### config.mk
export PLATFORM = sky130hd
export DESIGN_NAME = clk_step_ctrl
export DESIGN_NICKNAME = d
export VERILOG_FILES = /design/src/rtl/clk_ctrl_pkg.sv /design/src/rtl/tick_gen.sv /design/src/rtl/clk_step_ctrl.sv
export SDC_FILE = /design/constraint.sdc
export NUM_CORES = 1
export LEC_CHECK = 0
export CAP_MARGIN = 30
export CORE_MARGIN = 4
export CORE_UTILIZATION = 30
export DETAILED_ROUTE_END_ITERATION = 10
export GPL_ROUTABILITY_DRIVEN = 1
export HOLD_SLACK_MARGIN = 0.15
export SLEW_MARGIN = 5
export SYNTH_ARGS = -nofsm -noshare
export SYNTH_HDL_FRONTEND = slang
export SYNTH_SLANG_ARGS = --single-unit
### constraint.sdc
create_clock -name clk -period 3.9 [get_ports clk]
set_clock_uncertainty 0.15 [all_clocks]
set_input_delay 0.78 -clock clk [delete_from_list [all_inputs] [get_ports clk]]
set_output_delay 0.78 -clock clk [all_outputs]
set_load 0.01 [all_outputs]
### src/rtl/clk_ctrl_pkg.sv
// Shared definitions for the slow-clock run/step/burst controller.
package clk_ctrl_pkg;

  typedef enum logic [1:0] {
    IDLE  = 2'd0,
    RUN   = 2'd1,
    STEP  = 2'd2,
    BURST = 2'd3
  } state_e;

  localparam int DEF_PERIOD_W = 32;
  localparam int DEF_BURST_W  = 16;
  localparam int MIN_PERIOD   = 1;

endpackage

### src/rtl/tick_gen.sv
// Phase counter and period latch; flags when a tick is due and registers the
// one-cycle tick that the controller accepts via fire.
module tick_gen
  import clk_ctrl_pkg::*;
#(
  parameter int PERIOD_W = DEF_PERIOD_W
) (
  input  logic                clk,
  input  logic                rst,
  input  logic                clr,
  input  logic                en,
  input  logic                fire,
  input  logic [PERIOD_W-1:0] period,
  output logic                due,
  output logic                tick
);

  logic [PERIOD_W-1:0] phase;
  logic [PERIOD_W-1:0] per_q;
  logic [PERIOD_W-1:0] per_eff;

  assign per_eff = (period == '0) ? PERIOD_W'(MIN_PERIOD) : period;
  assign due     = en && (phase == per_q - PERIOD_W'(1));

  // NOTE: sequential state uses non-blocking assignments so every register
  // samples pre-edge values regardless of statement order.
  always_ff @(posedge clk or posedge rst) begin
    if (rst) begin
      phase <= '0;
      per_q <= PERIOD_W'(MIN_PERIOD);
      tick  <= 1'b0;
    end else begin
      tick <= 1'b0;
      if (clr) begin
        phase <= '0;
        per_q <= per_eff;
      end else if (fire) begin
        // The period is only re-sampled at tick boundaries.
        phase <= '0;
        per_q <= per_eff;
        tick  <= 1'b1;
      end else if (en) begin
        phase <= phase + PERIOD_W'(1);
      end
    end
  end

endmodule

### src/rtl/clk_step_ctrl.sv
// Run/step/burst tick scheduler for the processor's slow clock.
// Optional breakpoint on tick_count is built only with CLKCTRL_BREAK_EN.
module clk_step_ctrl
  import clk_ctrl_pkg::*;
#(
  parameter int PERIOD_W = DEF_PERIOD_W,
  parameter int BURST_W  = DEF_BURST_W
) (
  input  logic                clk,
  input  logic                rst,
  input  logic [PERIOD_W-1:0] period,
  input  logic                run,
  input  logic                halt,
  input  logic                step,
  input  logic                burst_go,
  input  logic [BURST_W-1:0]  burst_len,
  input  logic [BURST_W-1:0]  break_val,
  output logic                tick,
  output logic                busy,
  output logic [1:0]          state,
  output logic [BURST_W-1:0]  tick_count,
  output logic                brk_hit
);

  state_e             state_q;
  logic [BURST_W-1:0] remaining;
  logic [BURST_W-1:0] cnt_next;
  logic               due;
  logic               fire;
  logic               start;
  logic               brk_now;

  // A due tick is dropped on halt, or when run has fallen while in RUN.
  assign fire     = due && !halt && (run || state_q != RUN);
  assign start    = !halt && (state_q == IDLE) &&
                    (run || step || (burst_go && burst_len != '0));
  assign cnt_next = tick_count + BURST_W'(1);

  tick_gen #(.PERIOD_W(PERIOD_W)) u_tick_gen (
    .clk    (clk),
    .rst    (rst),
    .clr    (halt || state_q == IDLE),
    .en     (state_q != IDLE),
    .fire   (fire),
    .period (period),
    .due    (due),
    .tick   (tick)
  );

`ifdef CLKCTRL_BREAK_EN
  assign brk_now = fire && (break_val != '0) && (cnt_next == break_val);

  always_ff @(posedge clk or posedge rst) begin
    if (rst)          brk_hit <= 1'b0;
    else if (brk_now) brk_hit <= 1'b1;
    else if (start)   brk_hit <= 1'b0;
  end
`else
  logic unused_break;
  assign unused_break = ^break_val;
  assign brk_now      = 1'b0;
  assign brk_hit      = 1'b0;
`endif

  always_ff @(posedge clk or posedge rst) begin
    if (rst) begin
      state_q    <= IDLE;
      remaining  <= '0;
      tick_count <= '0;
    end else begin
      if (fire) tick_count <= cnt_next;
      if (halt) begin
        state_q   <= IDLE;
        remaining <= '0;
      end else begin
        if (fire && state_q == BURST) remaining <= remaining - BURST_W'(1);
        unique case (state_q)
          IDLE: begin
            if (run) begin
              state_q <= RUN;
            end else if (burst_go && burst_len != '0) begin
              state_q   <= BURST;
              remaining <= burst_len;
            end else if (step) begin
              state_q <= STEP;
            end
          end
          RUN: begin
            if (!run || brk_now) state_q <= IDLE;
          end
          STEP, BURST: begin
            if (brk_now)
              state_q <= IDLE;
            else if (run)
              state_q <= RUN;
            else if (fire && (state_q == STEP || remaining == BURST_W'(1)))
              state_q <= IDLE;
          end
        endcase
      end
    end
  end

  assign state = state_q;
  assign busy  = (state_q != IDLE);

endmodule

# Word level (Yosys, flattened, before mapping)
# Index checks and enable logic that the tools add are counted.
[word_totals]
wordCells = 58
inputBits = 70
out_inout_bits = 21
reg_bits = 99
[op_classes]
reduce_logical = 18
n_addsub = 4
n_mux = 21
eq_ne = 9
[ops]
columns = ["operator", "count"]
rows = [
  ["$mux 32", 6],
  ["$mux 16", 5],
  ["$add 32x1->32 const B", 1],
  ["$eq 32x32->1", 1],
  ["$logic_not 32->1", 1],
  ["$sub 32x1->32 const B", 1],
  ["$add 16x1->16 const B", 1],
  ["$eq 16x1->1 const B", 1],
  ["$reduce_bool 16->1", 1],
  ["$sub 16x1->16 const B", 1],
  ["$mux 2", 7],
  ["$logic_and 1x1->1", 6],
  ["$pmux 2 s3", 1],
  ["$ne 5x5->1 const B", 1],
  ["$eq 2x2->1 const B", 2],
  ["$ne 4x4->1 const B", 1],
  ["$reduce_bool 2->1", 2],
  ["$logic_or 1x1->1", 3],
  ["$ne 3x3->1 const B", 1],
  ["$reduce_and 3->1", 1],
  ["$reduce_bool 3->1", 1],
  ["$eq 2x1->1 const B", 1],
  ["$logic_not 2->1", 1],
  ["$mux 1", 2],
  ["other kinds (3)", 3],
]

# Logic depth before layout (Yosys ltp)
# Gate-level depths: netlist of run 1.
[logic_depth]
depth_word = 11
depth_mapped = 14

# Modules after synthesis
# A second synthesis of run 1 with hierarchy kept.
[unflattened]
hier_cells = 671
area_unflattened_um2 = 5984.5
[modules_own_cells]
columns = ["module", "cells_per_inst", "area_per_inst_um2", "instances", "seq_area_each_um2"]
rows = [
  ["tick_gen", 467, 3940.0, 1, 1627.8],
  ["clk_step_ctrl", 204, 2044.5, 1, 850.8],
]

# Worst setup path after synthesis of run 1
# No wires, ideal clock.
[synth_timing]
path_type = "register -> register"
startpoint = "reg u_tick_gen.per_q[1]"
endpoint = "reg u_tick_gen.per_q[10]"
setup_ns = 0.125
setup_slack_ns = 0.121
arrival_time_ns = 3.504
period_less_slack_ns = 3.779
stages_incl_launch_ff = 14
required_time_ns = 3.625
cell_sequence = "dfrtp_1 -> inv_1 -> ha_1 -> nor3b_2 -> and2_4 -> nand2_4 -> o21a_1 -> or4_4 -> a21o_1 -> or4_1 -> clkbuf_1 -> nand2_2 -> buf_2 -> mux2_2"
[synth_between]
elab_chain_cells = 6
[synth_rtl]
columns = ["item", "line", "text"]
rows = [
  ["start: declaration", "tick_gen.sv:19", "logic [PERIOD_W-1:0] per_q;"],
  ["start signal: assignment", "tick_gen.sv:30", "per_q <= PERIOD_W'(MIN_PERIOD);"],
  ["start signal: assignment", "tick_gen.sv:36", "per_q <= per_eff;"],
  ["start signal: assignment", "tick_gen.sv:40", "per_q <= per_eff;"],
  ["$sub 32x1->32", "tick_gen.sv:23", "assign due = en && (phase == per_q - PERIOD_W'(1));"],
  ["$eq 32x32->1", "tick_gen.sv:23", ""],
  ["$logic_and 1x1->1", "tick_gen.sv:23", ""],
  ["$logic_and 1x1->1 (2 in a row)", "clk_step_ctrl.sv:34", "assign fire = due && !halt && (run || state_q != RUN);"],
  ["$reduce_bool 2->1 (no source line)", "-", ""],
]
# Every way passes these cells.
# A chain may end at the register's enable or synchronous reset.

# Final worst setup path of run 1
[layout_timing]
startpoint = "reg u_tick_gen.per_q[1]"
endpoint = "reg remaining[15]"
[layout_between]
elab_chain_cells = 11
[layout_rtl]
columns = ["item", "line", "text"]
rows = [
  ["$sub 32x1->32 (*)", "tick_gen.sv:23", ""],
  ["$eq 32x32->1 (*)", "tick_gen.sv:23", ""],
  ["$logic_and 1x1->1 (*)", "tick_gen.sv:23", ""],
  ["$logic_and 1x1->1 (*) (2 in a row)", "clk_step_ctrl.sv:34", ""],
  ["$logic_and 1x1->1 (*)", "clk_step_ctrl.sv:76", "if (fire && state_q == BURST) remaining <= remaining - BURST_W'(1);"],
  ["$mux 16 (*)", "clk_step_ctrl.sv:76", ""],
  ["$mux 16", "clk_step_ctrl.sv:81", "end else if (burst_go && burst_len != '0) begin"],
  ["$mux 16", "clk_step_ctrl.sv:79", "if (run) begin"],
  ["$mux 16 (*)", "clk_step_ctrl.sv:77", "unique case (state_q)"],
  ["$mux 16 (*)", "clk_step_ctrl.sv:72", "if (halt) begin"],
  ["end signal: assignment", "clk_step_ctrl.sv:76", ""],
  ["end signal: assignment", "clk_step_ctrl.sv:83", "remaining <= burst_len;"],
  ["end: declaration", "clk_step_ctrl.sv:26", "logic [BURST_W-1:0] remaining;"],
]
# Mark *: on every way between the ends. The rest lies on a longest branch, timed or not.

==> flow_metrics.tcl, run 1 <==
set metrics [dict create \
    hold_class "register to register" \
    gr-usage-all-layers_pct 14.8 \
    internal_power_mw 1.80 \
    synth_enable_flop_cells 0 \
    syn_nets 729 \
    row_count 52 \
    first_pass_iters 5 \
    seq_area_frac_synth_pct 40.4 \
    port_buffers 73 \
    cts_made_buffers 9 \
    synth.most_common_cell "dfrtp_1" \
    final_layout_size_suffix_gt1_share_pct 23.1 \
    synth.area.top_cells "dfrtp_1, xnor2_1, mux2_2" \
    finalCritPeriodShare_pct 99.2 \
    drv_slew 0 \
    yosysTopAreaCellShare_pct 40.0 \
    avgRoutedWirePerCell_um 15.4 \
    synth-seq-cells 99 \
    tightest_slew_ns 0.855 \
    grt_pass1_vias 5271 \
    finalSetupViolCount 0 \
    worst_ep_required_time_ns 4.01 \
    avgSynthCellArea_um2 9.38 \
    hold_buffers 0 \
    rsz0062_at_grt "yes" \
    sw_frac_of_total_pct 30.1 \
    die_area_um2 22800 \
    yosysTopAreaCell "dfrtp_1" \
    die_y_um 151 \
    syn_inst 654 \
    grt_pass1_wl_mm 26.9 \
    num_vias 5440 \
    irDropWorstVdd_mv 0.185 \
    layout_min_cycle_time_ns 3.87 \
    finalHoldViolCount 0 \
    drtIter0Drc 363 \
    worstSkewPairLatency_ns 0.36 \
    clock_sinks 99 \
    ys_warn_count 0 \
    critPathLaunchType "register" \
    grt_max_degree 67 \
    detailed_place_hpwl_mm 12.1 \
    power_mw 2.58 \
    overflow 0 \
    maxClockFrequency_ghz 0.258 \
    ioPinCount 91 \
    synth.distinct_cells 69 \
    antenna_found_initial 0 \
    area_delta_synth_final_pct 36.0 \
    utilization_pct 41.3 \
    cp_data_arrival_time_ns 3.98 \
    initial_utilization_pct 30.4 \
    drc 0 \
    clk_pin_slew_ns 0.08 \
    syn_area_um2 6130 \
    switching_power_mw 0.777 \
    p_per_area_nw_per_um2 309 \
    status "finished, final reports clean" \
    gp_congestion 0.891 \
    p_leak_nw 3.35 \
    ant_nets 0 \
    synth-main-ff-cell "dfrtp_1" \
    p_clk_share_pct 34.7 \
    viasPerCell 5.10 \
    critical_path_class "register to register" \
    nNetsFinal 867 \
    comb_power_share_pct 21.2 \
    critPathCaptureType "register" \
    sequentialPowerShare_pct 44.1 \
    synth_commonest_cells "dfrtp_1, nor2_1, xnor2_1, nand3_1, nand2_1" \
    diodes 0 \
    hold_ws_ns 0.329 \
    wl_mm 16.4 \
    cts_tree "built" \
    root_buffer "clkbuf_16" \
    h-tree-depth 3 \
    coreArea_um2 20200 \
    cap_violations 0 \
    async_flop_share_pct 100 \
    relSlewSlack_pct 43.0 \
    die_width_um 151 \
    cp_max_fo 5 \
    cts_buffer_depth 2 \
]
## registers in the layout, summed over array words and instances (netlist names)
name and cells:
u_tick_gen.per_q 32, remaining 16, state 2, tick_count 16, u_tick_gen.tick 1, u_tick_gen.phase 32
## cells in the final DEF (no fill, tap or decap), types with 3 or more instances in the layout
cell and instances:
o21a_1 4, or4_4 4, nor4_2 6, or4_1 5
nand4_1 20, mux2i_1 8, nand3_1 40, nor4_1 20
nand3b_1 5, clkbuf_16 9, mux2_2 33, o21ai_0 9
nor2_1 77, a31oi_1 7, nor4_4 3, a21o_1 5
a21oi_1 6, buf_12 5, a311oi_1 5, and4_1 3
xor2_1 31, o211ai_1 3, nand2b_1 4, buf_4 73
nor3_1 26, dfrtp_1 98, and3_1 18, and2_1 4
inv_1 15, inv_8 3, or2_2 6, ha_1 4
or3_1 9, clkdlybuf4s50_1 72, xnor2_1 49, o31ai_1 3
nand2_1 35
## cell families after synthesis
| family | Yosys count | share of synthesized area [%] |
|---|---|---|
| xor gates and xnor gates | 81 | 11.6 |
| and+or+nand+nor | 309 | 27.7 |
| muxes | 41 | 7.36 |
| buffers and inverters | 46 | 3.16 |
| AOI/OAI and AO/OA | 72 | 8.73 |
| adders and majority gates | 5 | 1.02 |
| other | 1 | 0.0611 |
| DFF | 99 | 40.4 |
## per-stage QoR
stage | cell area, um2 | cells | setup WS (ns) | TNS [ns]
2_1_floorplan | 6130 | 654 | 0.121 | 0
3_3_place_gp | 7620 | 1036 | -0.550 | -28.95
3_5_place_dp | 7620 | 1036 | -0.581 | -28.99
4_1_cts | 8200 | 1062 | -0.00938 | -0.00938
5_1_grt | 8340 | 1067 | -0.109 | -0.680
6_report | 8340 | 1067 | 0.0310 | 0
## final timing paths
| path | from | endpoint | slack (ns) | cells after the start |
|---|---|---|---|---|
| setup / recovery | u_tick_gen.per_q[1] | remaining[15] | 0.03 | 10 |
| hold / removal | tick_count[15] | tick_count[15] | 0.33 | 1 |
| setup reg to reg | u_tick_gen.per_q[1] | remaining[15] | 0.03 | 10 |
| hold reg to reg | tick_count[15] | tick_count[15] | 0.33 | 1 |
| max in group asynchronous | rst | u_tick_gen.phase[25] | 2.12 | 3 |
| min in group asynchronous | rst | tick_count[0] | 0.78 | 2 |
## worst max-delay path: stages (launching register included)
cell and delay [ns]:
dfrtp_1 0.44, or4_4 0.57, or4_1 0.42, nand3_1 0.11
a31oi_2 0.13, nor4_2 0.39, nand4_1 0.17, or4_4 0.48
buf_8 0.15, or4_4 0.50, a311oi_2 0.25
## area by class of cell
type	count	area [um2]
clock buffer	9	225
clock inverter	7	67.6
fill	1985	11800
inverter	18	70.1
multi-input combinational	509	3710
sequential	99	2480
tap	270	338
timing repair buffer	155	1450
## per-layer routing
| metal | GRT usage, % | vias to the layer above | routed length (um) |
|---|---|---|---|
| li1 | - | 2667 | - |
| met1 | 21.5 | 2597 | 7870 |
| met2 | 22.5 | 149 | 7410 |
| met3 | 2.63 | 27 | 861 |
| met4 | 4.40 | 0 | 284 |
| met5 | 0 | - | 0 |
## power by group through the flow
stage | clock [mW] | sequential (mW) | combinational (mW)
5_1_grt | 0.968 | 1.15 | 0.599
3_3_place_gp | 0 | 1.16 | 0.501
6_report | 0.895 | 1.14 | 0.546
2_1_floorplan | 0 | 1.15 | 0.292
4_1_cts | 0.925 | 1.14 | 0.536
3_5_place_dp | 0 | 1.16 | 0.505
## timing repair
item,in CTS,in global routing
resized for setup,31,15
pin swaps,14,15
setup buffers,9,5
endpoints found under the setup margin,56,62
cloned,1,0
No activity file was read; power rests on OpenSTA's default activity.
==> run 2, diff against run 1 <==
--- a/config.mk
+++ b/config.mk
@@ -10,8 +10,9 @@
 export CORE_UTILIZATION = 30
 export DETAILED_ROUTE_END_ITERATION = 10
 export GPL_ROUTABILITY_DRIVEN = 1
-export HOLD_SLACK_MARGIN = 0.15
+export RECOVER_POWER = 100
 export SLEW_MARGIN = 5
 export SYNTH_ARGS = -nofsm -noshare
 export SYNTH_HDL_FRONTEND = slang
+export SYNTH_HIERARCHICAL = 1
 export SYNTH_SLANG_ARGS = --single-unit
==> flow_metrics.tcl, run 2 <==
set metrics [dict create \
    synth-seq-cells 99 \
    finalCritPeriodShare_pct 96.0 \
    async_flop_share_pct 100 \
    detailed_place_hpwl_mm 11.0 \
    viasPerCell 4.91 \
    die_y_um 149 \
    coreArea_um2 19500 \
    clock_sinks 99 \
    seq_area_um2 2480 \
    cts_buffer_depth 2 \
    ant_nets 0 \
    synth.most_common_cell "nand2_1" \
    cts_made_buffers 9 \
    root_buffer "clkbuf_16" \
    path_cells "inv_1 > ha_4 > o21bai_1 > a211oi_2 > a31oi_1 > a21oi_1 > o21ai_1 > a2111oi_2 > buf_4 > and4bb_2 > and4b_2 > nand2_2 > or4_1 > a31oi_2" \
    nFillCells 2019 \
    p_per_area_nw_per_um2 332 \
    gp_congestion 0.846 \
    tightest_slew_ns 1.85 \
    die_area_um2 22300 \
    reg_top3 "u_tick_gen/per_q x32, u_tick_gen/phase x32" \
    cts_tree "built" \
    area_delta_synth_final_pct 28.5 \
    syn_nets 746 \
    finalSetupTns_ns 0 \
    utilization_pct 39.4 \
    synth_commonest_cells "nand2_1, dfrtp_1, nor2_1, xor2_1, xnor2_1" \
    comb_power_share_pct 19.8 \
    hold_class "register to register" \
    clk_pin_slew_ns 0.07 \
    synth-main-ff-cell "dfrtp_1" \
    internal_power_mw 1.81 \
    power_mw 2.55 \
    synth_top_family_by_area "simple AND/OR/NAND/NOR gates" \
    cap_violations 1 \
    synth.distinct_cells 65 \
    irDropWorstVdd_mv 0.205 \
    p_leak_nw 3.18 \
    initial_utilization_pct 30.6 \
    avgSynthCellArea_um2 8.92 \
    nNetsFinal 851 \
    status "finished with violations" \
    diodes 0 \
    final_common_cell "nand2_1" \
    slowest_delay_ns 0.53 \
    final_layout_size_suffix_gt1_share_pct 13.6 \
    syn_inst 671 \
    grt_pass1_vias 5061 \
    finalHoldViolCount 0 \
    gr-usage-all-layers_pct 13.7 \
    cp_data_arrival_time_ns 3.87 \
    relSlewSlack_pct -23.3 \
    synth_fa_ha_area_share_pct 1.05 \
    syn_area_um2 5980 \
    seq_area_frac_synth_pct 41.4 \
    design_area_um2 7690 \
    worstSkewPairLatency_ns 0.36 \
    critPathSlowestCell "dfstp_2" \
    ys_warn_count 6 \
    synth.area.top_cells "dfrtp_1, nand2_1, xor2_1" \
    layout_min_cycle_time_ns 3.74 \
    failed_checks "capacitance limit, slew limit" \
    synth_xor_area_share_pct 13.9 \
    drtIter0Drc 251 \
    overflow 0 \
    multi_input_area_um2 3410 \
    avgRoutedWirePerCell_um 14.3 \
    critical_path_class "register to register" \
    drc 0 \
    rsz0062_at_grt "yes" \
    port_buffers 73 \
    place_area_um2 7270 \
    worst_ep_required_time_ns 4.03 \
    critPathCaptureType "register" \
    yosysTopAreaCell "dfrtp_1" \
    first_pass_iters 4 \
    layout_common_cells "nand2_1, dfrtp_1, nor2_1, clkdlybuf4s50_1, xor2_1" \
    row_count 51 \
    antenna_found_initial 0 \
    grt_max_degree 69 \
    synth_compound_area_share_pct 10.6 \
    h-tree-depth 3 \
    wl_mm 14.9 \
    synthSimpleGateAreaFrac_pct 28.8 \
    critPathLaunchType "register" \
    place_inst 1028 \
    grt_pass1_wl_mm 24.9 \
    ioPinCount 91 \
    num_vias 5134 \
    cp_max_fo 5 \
    drv_slew 35 \
    synth_enable_flop_cells 0 \
    die_width_um 149 \
    p_clk_share_pct 35.5 \
    switching_power_mw 0.740 \
    sw_frac_of_total_pct 29.0 \
    finalSetupViolCount 0 \
    maxClockFrequency_ghz 0.267 \
    sequentialPowerShare_pct 44.7 \
    synth_mux_area_share_pct 0.857 \
    yosysTopAreaCellShare_pct 41.0 \
    final_cells 1045 \
]
==> run 2: cell types whose count changed in the layout (fill, tap and decap cells not counted), moves of 5 or more <==
cell and delta:
nand2_1 +88, buf_4 -32, mux2_2 -32, dlygate4sd3_1 +19, clkdlybuf4s50_1 -18, xor2_1 +18, nor2_1 -17, nor3_1 -14
nand3_1 -11, o41ai_1 +11, and3_1 -10, a21oi_2 +8, o21ai_0 +6, a211oi_1 +5
==> run 2: path summary, 6_finish.rpt <==
check                           slack (ns)                 from                   end  cells past startpoint
worst max-delay path                  0.16  u_tick_gen/per_q[0]         remaining[14]                     14
worst min-delay path                  0.34       tick_count[15]        tick_count[15]                      1
worst max register to register        0.16  u_tick_gen/per_q[0]         remaining[14]                     14
worst min register to register        0.34       tick_count[15]        tick_count[15]                      1
max in group asynchronous             1.13                  rst         tick_count[5]                      3
min in group asynchronous             0.69                  rst  u_tick_gen/phase[30]                      2
==> run 2: metrics by stage <==
step                      setup slack [ns]  hold WS (ns)
after global routing               -0.0510         0.361
after floorplan                    -0.0191         0.310
after CTS                          0.00490         0.344
after detailed placement            -0.101         0.331
final                                0.156         0.336
after global placement             -0.0778         0.312
==> run 2: logic make-up (layout without fill, tap and decap cells) <==
| kind of cell | Yosys count | in the layout |
|---|---|---|
| other cells | 1 | 1 |
| mux | 5 | 5 |
| compound gates | 84 | 84 |
| simple gates | 337 | 337 |
| xor+xnor | 95 | 95 |
| buf+inv | 45 | 154 |
| flops | 99 | 99 |
| fa+ha+maj | 5 | 5 |
==> run 2: what timing repair did <==
action                     4_1_cts  5_1_grt
hold buffers                     0        0
setup endpoints to repair        7       90
pin swaps                        0        5
setup buffers                    0        1
cloned                           0        1
resized for setup                4       20
==> run 2: critical path: cells and delay by family, from the launching register on <==
kind                     cells  cell delay, ns
flip-flops                   1            0.53
adder cells (fa/ha/maj)      1            0.19
AO/OA/AOI/OAI                7            1.36
buffers and inverters        2            0.26
AND/OR/NAND/NOR              4            1.16
==> run 2: area by class of cell <==
class	instances	share of cell area, %
Clock buffer	10	2.98
Clock inverter	5	0.797
Inverter	19	0.928
Multi-Input combinational cell	527	44.3
Sequential cell	99	32.2
Tap cell	265	4.31
Timing Repair Buffer	120	14.4
==> run 2: power groups by stage <==
stage	logic (mW)	registers (mW)	clock network (mW)
2_1_floorplan	0.292	1.16	0
3_5_place_dp	0.489	1.16	0
5_1_grt	0.566	1.15	0.966
4_1_cts	0.493	1.14	0.930
3_3_place_gp	0.484	1.15	0
6_report	0.505	1.14	0.905
==> run 2: metal layers <==
metal	wire, um	vias to the layer above	global-route usage, %
met1	7380	2426	19.7
met4	242	0	4.07
met5	0	-	0
met3	791	16	2.98
met2	6480	109	20.7
li1	-	2583	-
